<file path="src/rtl/skeeball_ball_tracker.sv">
// rtl/skeeball_ball_tracker.sv - skeeball sensor conditioning, hit pulse generation and game sequencing
// Feeds the score block with one-hot hits, ballclk latch strobes and playstate.
module skeeball_ball_tracker #(
    parameter int DEBOUNCE_CYCLES = 4,
    parameter int BALLS_PER_GAME  = 9,
    parameter int HOLDOFF_CYCLES  = 16
) (
    input  logic       clk,
    input  logic       reset,
    input  logic       start,
    input  logic [6:0] sensor,
    output logic [6:0] hit,
    output logic       ballclk,
    output logic       playstate,
    output logic [3:0] balls_left,
    output logic       game_over
);

    localparam int DW = $clog2(DEBOUNCE_CYCLES + 1);
    localparam int HW = $clog2(HOLDOFF_CYCLES);
    localparam logic [DW-1:0] DB_MAX = DW'(DEBOUNCE_CYCLES - 1);
    localparam logic [HW-1:0] HO_MAX = HW'(HOLDOFF_CYCLES - 1);

    typedef enum logic [2:0] {
        IDLE, CLEAR0, CLEAR1, CLEAR2, ARMED, HOLDOFF, OVER
    } state_t;

    state_t          state, state_d;
    logic [6:0]      sensor_s1, sensor_s2, deb, deb_prev;
    logic            start_s1, start_s2, start_q;
    logic [DW-1:0]   db_cnt [7];
    logic [HW-1:0]   hcnt, hcnt_d;
    logic [3:0]      bl_d;
    logic [6:0]      hit_d, hit_req, sel;
    logic            bclk_d, start_req;

    always_ff @(posedge clk or posedge reset) begin
        if (reset) begin
            sensor_s1 <= '0;
            sensor_s2 <= '0;
            deb       <= '0;
            deb_prev  <= '0;
            start_s1  <= 1'b0;
            start_s2  <= 1'b0;
            start_q   <= 1'b0;
            for (int i = 0; i < 7; i++) db_cnt[i] <= '0;
        end else begin
            sensor_s1 <= sensor;
            sensor_s2 <= sensor_s1;
            deb_prev  <= deb;
            start_s1  <= start;
            start_s2  <= start_s1;
            start_q   <= start_s2;
            // level flips only after DEBOUNCE_CYCLES consecutive disagreeing samples
            for (int i = 0; i < 7; i++) begin
                if (sensor_s2[i] != deb[i]) begin
                    if (db_cnt[i] == DB_MAX) begin
                        deb[i]    <= sensor_s2[i];
                        db_cnt[i] <= '0;
                    end else begin
                        db_cnt[i] <= db_cnt[i] + 1'b1;
                    end
                end else begin
                    db_cnt[i] <= '0;
                end
            end
        end
    end

    assign hit_req   = deb & ~deb_prev;
    assign start_req = start_s2 & ~start_q;

    // later iterations win, so the highest-value hole takes priority
    always_comb begin
        sel = '0;
        for (int i = 0; i < 7; i++) begin
            if (hit_req[i]) sel = 7'(1) << i;
        end
    end

    always_comb begin
        state_d = state;
        hcnt_d  = hcnt;
        bl_d    = balls_left;
        hit_d   = '0;
        bclk_d  = 1'b0;
        case (state)
            IDLE:    if (start_req) state_d = CLEAR0;
            CLEAR0:  state_d = CLEAR1;
            CLEAR1:  state_d = CLEAR2;
            CLEAR2: begin
                bl_d    = 4'(BALLS_PER_GAME);
                state_d = ARMED;
            end
            ARMED: begin
                if (|hit_req) begin
                    hit_d   = sel;
                    hcnt_d  = '0;
                    state_d = HOLDOFF;
                    if (balls_left != 4'd0) bl_d = balls_left - 4'd1;
                end
            end
            HOLDOFF: begin
                // hcnt 0 and 1 schedule ballclk for T+1 and T+2
                bclk_d = (hcnt == HW'(0)) || (hcnt == HW'(1));
                if (hcnt == HO_MAX) begin
                    state_d = (balls_left == 4'd0) ? OVER : ARMED;
                end else begin
                    hcnt_d = hcnt + 1'b1;
                end
            end
            OVER: begin
                bl_d = 4'd0;
                if (start_req) state_d = CLEAR0;
            end
            default: state_d = IDLE;
        endcase
        if (state_d == CLEAR1) bclk_d = 1'b1;
    end

    always_ff @(posedge clk or posedge reset) begin
        if (reset) begin
            state      <= IDLE;
            hcnt       <= '0;
            hit        <= '0;
            ballclk    <= 1'b0;
            playstate  <= 1'b0;
            balls_left <= 4'd0;
            game_over  <= 1'b0;
        end else begin
            state      <= state_d;
            hcnt       <= hcnt_d;
            hit        <= hit_d;
            ballclk    <= bclk_d;
            playstate  <= (state_d == ARMED) || (state_d == HOLDOFF);
            balls_left <= bl_d;
            game_over  <= (state_d == OVER);
        end
    end

endmodule

</file>
<file path="config.mk">
export PLATFORM = sky130hd
export DESIGN_NAME = skeeball_ball_tracker
export DESIGN_NICKNAME = d
export VERILOG_FILES = /design/src/rtl/skeeball_ball_tracker.sv
export SDC_FILE = /design/constraint.sdc
export NUM_CORES = 1
export LEC_CHECK = 0
export CAP_MARGIN = 20
export CORE_ASPECT_RATIO = 1.5
export CORE_MARGIN = 2
export CORE_UTILIZATION = 45
export CTS_BUF_LIST = sky130_fd_sc_hd__clkbuf_16
export DETAILED_ROUTE_END_ITERATION = 8
export GPL_ROUTABILITY_DRIVEN = 1
export GPL_TIMING_DRIVEN = 0
export PLACE_DENSITY = 0.67
export SETUP_SLACK_MARGIN = 0.2
export SYNTH_ARGS = -nofsm -noshare
export SYNTH_HDL_FRONTEND = slang
export SYNTH_SLANG_ARGS = --single-unit
</file>
<file path="constraint.sdc">
create_clock -name clk -period 2.6 [get_ports clk]
set_input_delay 0.52 -clock clk [delete_from_list [all_inputs] [get_ports clk]]
set_output_delay 0.52 -clock clk [all_outputs]
set_load 0.05 [all_outputs]
</file>
==> key figures, run 1 <==
Run status
  – Outcome: completed

Clock network
  – Resize count post-CTS: 0
  – Root buffer cell: clkbuf_16
  – Setup bufs post-CTS: 0
  – H-tree levels: 3
  – CTS Sinks: 73
  – CTS Buffer Depth: 2
  – Worst-Skew Late Latency: 0.32 ns
  – CTS buffer count: 9
  – Hold_buf cts: 0
  – CTS tree: done
  – Clock transition at path regs: 0.05 ns

Yosys
  – Cells after Synth: 214
  – Ys Warns: 0
  – Async S/R FF share, synth: 100%
  – Main flop type after synthesis: dfrtp_1
  – Post-synth EDFFs: 0
  – Commonest cells post-synth: dfrtp_1 (73), nor2b_1 (18), ha_1 (12)
  – Mapped Avg Cell Area: 13.3 µm²
  – Yosys cell types: 39
  – Yosys top cell by area: dfrtp_1
  – Sequential area share after synthesis: 64.2%
  – Top cells by area, synth: dfrtp_1 (64%), ha_1 (5.3%), nor2b_1 (4.0%)
  – Most common cell in the synthesized netlist: dfrtp_1
  – Register bit total from synthesis: 73
  – Post-Syn Area: 2850 µm²
  – Share of the synthesized area in the top cell type: 64.2%
  – Syn nets: 236

STA
  – FMAX: 487 MHz
  – Worst-Margin Slew: 0.856 ns
  – Final setup margin: 0.548 ns
  – Max-slew violations: 0
  – Setup repair after global routing missed its margin: no
  – Final hold violations: 0
  – Slew headroom: 42.9%
  – Worst hold slack: 0.346 ns
  – Final worst path period share: 78.9%
  – Final setup fails: 0
  – Crit path time final: 2.05 ns
  – Clock Skew: 0.00420 ns

Detailed routing
  – Via count: 1639
  – Routed len/inst: 12.5 µm
  – Remaining DRCs: 0
  – DRT Pass-1 Iters: 4
  – Iter 0 DRT Violations: 116
  – Final wirelength: 4.08 mm
  – Drt via density: 5.01
  – ANT nets after route: 0

Final layout
  – Area of the multi-input gates: 963 µm²
  – Share of layout cells above drive strength 1: 12.3%
  – Final net count: 270
  – Diode count: 0
  – # fillers: 510
  – Sequential cell area: 1830 µm²
  – Area growth, synth to finish: 21.3%
  – Fin area: 3450 µm²

Floorplanning
  – Core Area: 6130 µm²
  – Die Ht: 101 µm
  – Initial Utilization: 46.4%
  – I/O Pins: 24
  – Die Wd: 68.9 µm
  – Die ar.: 6990 µm²
  – Rows: 35

Critical path
  – Critical path capture point type: output port
  – Crit-path max cell delay: 0.82 ns
  – Worst setup path start: balls_left[0]
  – Delay-heaviest family, CP: buffers and inverters
  – Reg2Reg Depth: 6
  – Critical path startpoint category: register
  – CP Data Arrival Time: 1.53 ns
  – Kind of critical path: register to output port
  – CP max-delay cell: clkdlybuf4s50_1
  – RR Endpoint: balls_left[3]
  – FF-to-FF Start: balls_left[0]
  – R2R setup slack: 0.67 ns
  – Worst path cell trace: clkdlybuf4s50_1
  – Crit-path max FO: 4
  – Critical Path RT: 2.08 ns
  – CP bufs+invs: 1

Placement
  – Gpl congestion: 0.788
  – IO buf count: 23
  – Placed inst area: 3170 µm²
  – Pre-CTS setup slack: 0.655 ns
  – Post-detail-place hpwl: 2.84 mm

Power and ir drop
  – Max IR drop VDD: 0.000551 V
  – Overall power: 4.04 mW
  – Leak: 1.57 nW
  – Pwr dens: 1170 nW/µm²

Global routing
  – Initial antenna violation count: 0
  – Largest net degree at the start of global routing: 74
  – First-pass GRT wire length: 7.34 mm
  – GRT Util Overall: 14.4%
  – GRT overflow: 0
  – Vias in the first global route: 1679

Min path
  – Hold depth: 0
  – Hold_sp: sensor_s1[0]
  – Worst hold path type: register to register
  – Worst Hold Endpoint: sensor_s2[0]

Job
  – Max cap viols: 0
-- where the power goes --
| group | total (mW) | internal, mW | switching [mW] |
|---|---|---|---|
| clock network | 1.13 | 0.724 | 0.406 |
| logic | 1.28 | 0.552 | 0.724 |
| registers | 1.64 | 1.44 | 0.194 |
-- per-layer routing --
layer / vias to the layer above / share of wire [%] / wire, µm / track usage [%]
li1: 799 / - / - / -
met3: 8 / 3.4 / 137 / 4.67
met1: 805 / 41 / 1670 / 16.8
met5: - / 0 / 0 / 0
met4: 0 / 2.4 / 97 / 7.24
met2: 27 / 53 / 2170 / 23.2
-- stage by stage --
step	instances	TNS, ns	util, %
2_1_floorplan	214	0	-
3_3_place_gp	311	-68.01	51.7
3_5_place_dp	311	0	51.7
4_1_cts	327	0	56.3
5_1_grt	327	0	56.3
6_report	327	0	56.3
-- layout make-up --
| type | count | area share [%] |
|---|---|---|
| Sequential cell | 73 | 52.9 |
| Multi-Input combinational cell | 129 | 27.9 |
| Timing Repair Buffer | 23 | 6.67 |
| Clock buffer | 9 | 6.52 |
| Tap cell | 74 | 2.68 |
| Clock inverter | 7 | 1.59 |
| Inverter | 9 | 1.05 |
| Buffer | 3 | 0.652 |
-- worst max-delay path by stage --
stage	endpoint	cells past startpoint
finish	balls_left[0]	1
global route	balls_left[2]	1
CTS	balls_left[0]	1
detailed placement	balls_left[3]	6
floorplan	ballclk	1
global placement	db_cnt[1]	2
-- cells by family after synthesis --
family,count (synthesis),share of synthesized area (%)
adders and majority gates,12,5.27
buffers and inverters,12,1.98
muxes,8,3.12
and+or+nand+nor,73,15.7
DFF,73,64.2
xor gates and xnor gates,11,3.38
AOI/OAI and AO/OA,25,6.33
-- registers in the layout, indices dropped and copies added (netlist names), 3 cells and up --
name,count
db_cnt,21
deb,7
deb_prev,7
hit,7
sensor_s1,7
sensor_s2,7
balls_left,4
hcnt,4
state,3
-- layout by cell type (no fill, tap or decap), types with 2 or more instances in the layout --
cell / synthesis / routed
mux2_2: 7 / 7
xor2_1: 3 / 3
o21ai_0: 10 / 10
nor3_1: 10 / 10
xnor2_1: 8 / 8
nor2b_1: 18 / 18
clkinv_2: 0 / 2
ha_1: 12 / 12
clkdlybuf4s50_1: 0 / 23
dfrtp_1: 73 / 73
a22oi_1: 2 / 2
a22o_1: 3 / 3
nand2b_1: 6 / 6
and3_1: 2 / 2
inv_1: 9 / 11
a21oi_1: 2 / 2
clkbuf_16: 0 / 9
nor2_1: 11 / 11
nand3_1: 2 / 2
nand2_1: 6 / 6
nor3b_1: 9 / 9
(Power assumes the default switching activity.)
==> run 2, diff against run 1 <==
==> constraint.sdc (replaced) <==
create_clock -name clk -period 2.1 [get_ports clk]
set_input_delay 0.42 -clock clk [delete_from_list [all_inputs] [get_ports clk]]
set_output_delay 0.42 -clock clk [all_outputs]
set_load 0.05 [all_outputs]
==> run 2 against run 1 <==
Setup slack got worse by 0.30 ns. Critical path depth stayed put. Critical endpoint is now hit[2]. Largest power group unchanged. Sequential share of layout area decreased by 0.42 points.
==> key figures, run 2 (synthesis results as in run 1) <==
Min path
  – Worst hold path type: register to register
  – Hold depth: 0 (unchanged)
  – Hold_sp: sensor_s1[3]
  – Worst Hold Endpoint: sensor_s2[3]

Placement
  – Post-detail-place hpwl: 2.88 mm (+1.7%)
  – IO buf count: 23 (unchanged)
  – Placed inst area: 3200 µm² (+0.91%)
  – Gpl congestion: 0.785 (-0.41%)
  – Placed Cells: 312 (+0.32%)

Clock network
  – CTS Sinks: 73 (unchanged)
  – Clock transition at path regs: 0.06 ns (about the same)
  – Worst-Skew Late Latency: 0.32 ns (about the same)
  – Hold_buf cts: 0 (unchanged)
  – CTS tree: done
  – CTS Buffer Depth: 2 (unchanged)
  – Root buffer cell: clkbuf_16
  – CTS buffer count: 9 (unchanged)
  – Setup bufs post-CTS: 0 (unchanged)
  – H-tree levels: 3 (unchanged)

Final layout
  – Final design utilization: 56.8% (+0.53 points)
  – Fin area: 3480 µm² (+0.94%)
  – Register bank with the most flops: db_cnt
  – # fillers: 501 (-1.8%)
  – Most common cell after layout, fill and taps aside: dfrtp_1
  – Diode count: 0 (unchanged)
  – Sequential cell area: 1830 µm² (+0.14%)
  – Area growth, synth to finish: 22.4%
  – Non-Filler Instances: 327 (unchanged)
  – Most used cells in the layout excluding fill and tap cells: dfrtp_1 (71), nor2b_1 (18), clkdlybuf4s50_1 (15)
  – Final net count: 271 (+0.37%)
  – Share of layout cells above drive strength 1: 14.2% (+2.0 points)
  – Number of flip-flops in the largest register: 21 (unchanged)
  – Area of the multi-input gates: 971 µm² (+0.78%)

STA
  – Final worst path period share: 88.3%
  – FMAX: 539 MHz
  – Setup repair after global routing missed its margin: yes
  – Crit path time final: 1.85 ns
  – Slew headroom: 54.2% (+11 points)
  – Final setup fails: 0 (unchanged)
  – Final hold violations: 0 (unchanged)
  – Max-slew violations: 0 (unchanged)
  – Clock Skew: 0.00550 ns (+0.00130 ns)
  – Worst hold slack: 0.345 ns (-0.00101 ns)
  – Worst-Margin Slew: 0.686 ns (-0.171 ns)

Power and ir drop
  – Clock Power Share: 28.6% (+0.7 points)
  – Switching Fraction: 33.2% (+0.50 points)
  – Leak: 1.61 nW (+2.9%)
  – NetSw: 1.68 mW (+27%)
  – P_int: 3.37 mW (+24%)
  – Max IR drop VDD: 0.000715 V (+30%)
  – Power share of the combinational group: 31.2% (-0.4 points)
  – Overall power: 5.05 mW (+25%)
  – Pwr dens: 1450 nW/µm² (+24%)
  – Share of power burned in registers: 40.3% (-0.2 points)

Critical path
  – Critical path capture point type: output port
  – CP bufs+invs: 1 (unchanged)
  – R2R setup slack: 0.29 ns (-0.38 ns)
  – CP Data Arrival Time: 1.43 ns (-0.10 ns)
  – Crit-path max cell delay: 0.79 ns (-0.03 ns)
  – Crit-path max FO: 1 (-3)
  – Reg2Reg Depth: 5 (-1)
  – FF-to-FF Start: state[1]
  – RR Endpoint: hcnt[1]
  – Kind of critical path: register to output port
  – Delay-heaviest family, CP: buffers and inverters
  – Critical path startpoint category: register
  – CP max-delay cell: clkdlybuf4s50_1
  – Critical Path RT: 1.68 ns (-0.40 ns)
  – Worst path cell trace: clkdlybuf4s50_1

Detailed routing
  – Iter 0 DRT Violations: 52 (-55%)
  – DR top layer: met4
  – DRT Pass-1 Iters: 4 (unchanged)
  – Routed len/inst: 12.4 µm (-0.12%)
  – Via count: 1644 (+0.31%)
  – Met3 Wirelength: 163 µm (+19%)
  – Final wirelength: 4.07 mm (-0.12%)
  – Remaining DRCs: 0 (unchanged)
  – Drt via density: 5.03 (+0.31%)
  – Met2 WL: 2.02 mm (-6.9%)
  – Met1 Routed Length: 1.77 mm (+6.1%)
  – ANT nets after route: 0 (unchanged)

Floorplanning
  – Die Ht: 101 µm (unchanged)
  – I/O Pins: 24 (unchanged)
  – Initial Utilization: 46.4% (unchanged)
  – Die ar.: 6990 µm² (unchanged)
  – Rows: 35 (unchanged)
  – Core Area: 6130 µm² (unchanged)
  – Die Wd: 68.9 µm (unchanged)

Global routing
  – First-pass GRT wire length: 7.05 mm (-4.0%)
  – GRT overflow: 0 (unchanged)
  – Largest net degree at the start of global routing: 43 (-42%)
  – Vias in the first global route: 1634 (-2.7%)
  – Initial antenna violation count: 0 (unchanged)
  – GRT Util Overall: 13.9% (-0.49 points)

Job
  – Max cap viols: 0 (unchanged)

Run status
  – Outcome: completed
[run 2: cell count changes in the layout (fill, tap and decap cells not counted), moves of 2 or more]
cell,previous run,this run
dfrtp_2,0,2
dlymetal6s2s_1,0,2
dlygate4sd2_1,0,6
inv_1,11,8
clkinvlp_4,0,2
clkdlybuf4s50_1,23,15
dfrtp_1,73,71
[run 2: per-layer routing]
layer	track usage, %	vias up
li1	-	805
met1	15.3	800
met2	23.2	30
met3	4.33	9
met4	7.54	0
met5	0	-
[run 2: worst register-to-register path, cell delays in order, from the launching register on]
cell	delay, ns
dfrtp_1	0.39
clkbuf_1	0.21
and2b_1	0.25
o41ai_1	0.57
o21a_1	0.20
o21ai_0	0.07
[run 2: worst max-delay path by stage]
stage / to / cells after the start / slack, ns / startpoint
final: hit[2] / 1 / 0.25 / hit[2]
after global routing: balls_left[2] / 7 / 0.20 / balls_left[0]
after CTS: balls_left[3] / 6 / 0.20 / balls_left[0]
after detailed placement: balls_left[3] / 6 / 0.21 / balls_left[0]
after global placement: balls_left[0] / 2 / -0.08 / reset
after floorplan: balls_left[3] / 6 / 0.21 / balls_left[0]
[run 2: repair_timing]
action | CTS | global route
setup endpoints to repair | 7 | 6
pin swaps | 0 | 2
resized for setup | 6 | 3
[run 2: power groups by stage]
stage                     Clock [mW]  Sequential, mW  Combinational [mW]
after floorplan                    0            2.23                1.02
after global placement             0            2.04                1.57
after detailed placement           0            2.06                1.61
after CTS                       1.48            2.04                1.59
after global routing            1.54            2.09                1.76
final                           1.44            2.03                1.57
[run 2: cell type report]
class | count | share of cell area [%]
buffer | 3 | 0.646
clock inverter | 6 | 1.69
tap | 74 | 2.66
sequential | 73 | 52.5
inverter | 9 | 1.08
timing repair buffer | 24 | 7.11
clock buffer | 9 | 6.46
multi-input combinational | 129 | 27.9
[run 2: through the flow]
step	worst slack (ns)	setup TNS (ns)
final	0.246	0
after detailed placement	0.210	0
after global placement	-0.0799	-0.160
after CTS	0.201	0
after global routing	0.195	0
after floorplan	0.207	0
==> run 3, diff against run 2 <==
--- a/config.mk
+++ b/config.mk
@@ -11,7 +11,6 @@
 export CORE_UTILIZATION = 45
 export CTS_BUF_LIST = sky130_fd_sc_hd__clkbuf_16
 export DETAILED_ROUTE_END_ITERATION = 8
-export GPL_ROUTABILITY_DRIVEN = 1
 export GPL_TIMING_DRIVEN = 0
 export PLACE_DENSITY = 0.67
 export SETUP_SLACK_MARGIN = 0.2
==> results of run 3 <==
No change in the layout: final DEF, timing and power equal those of run 2.
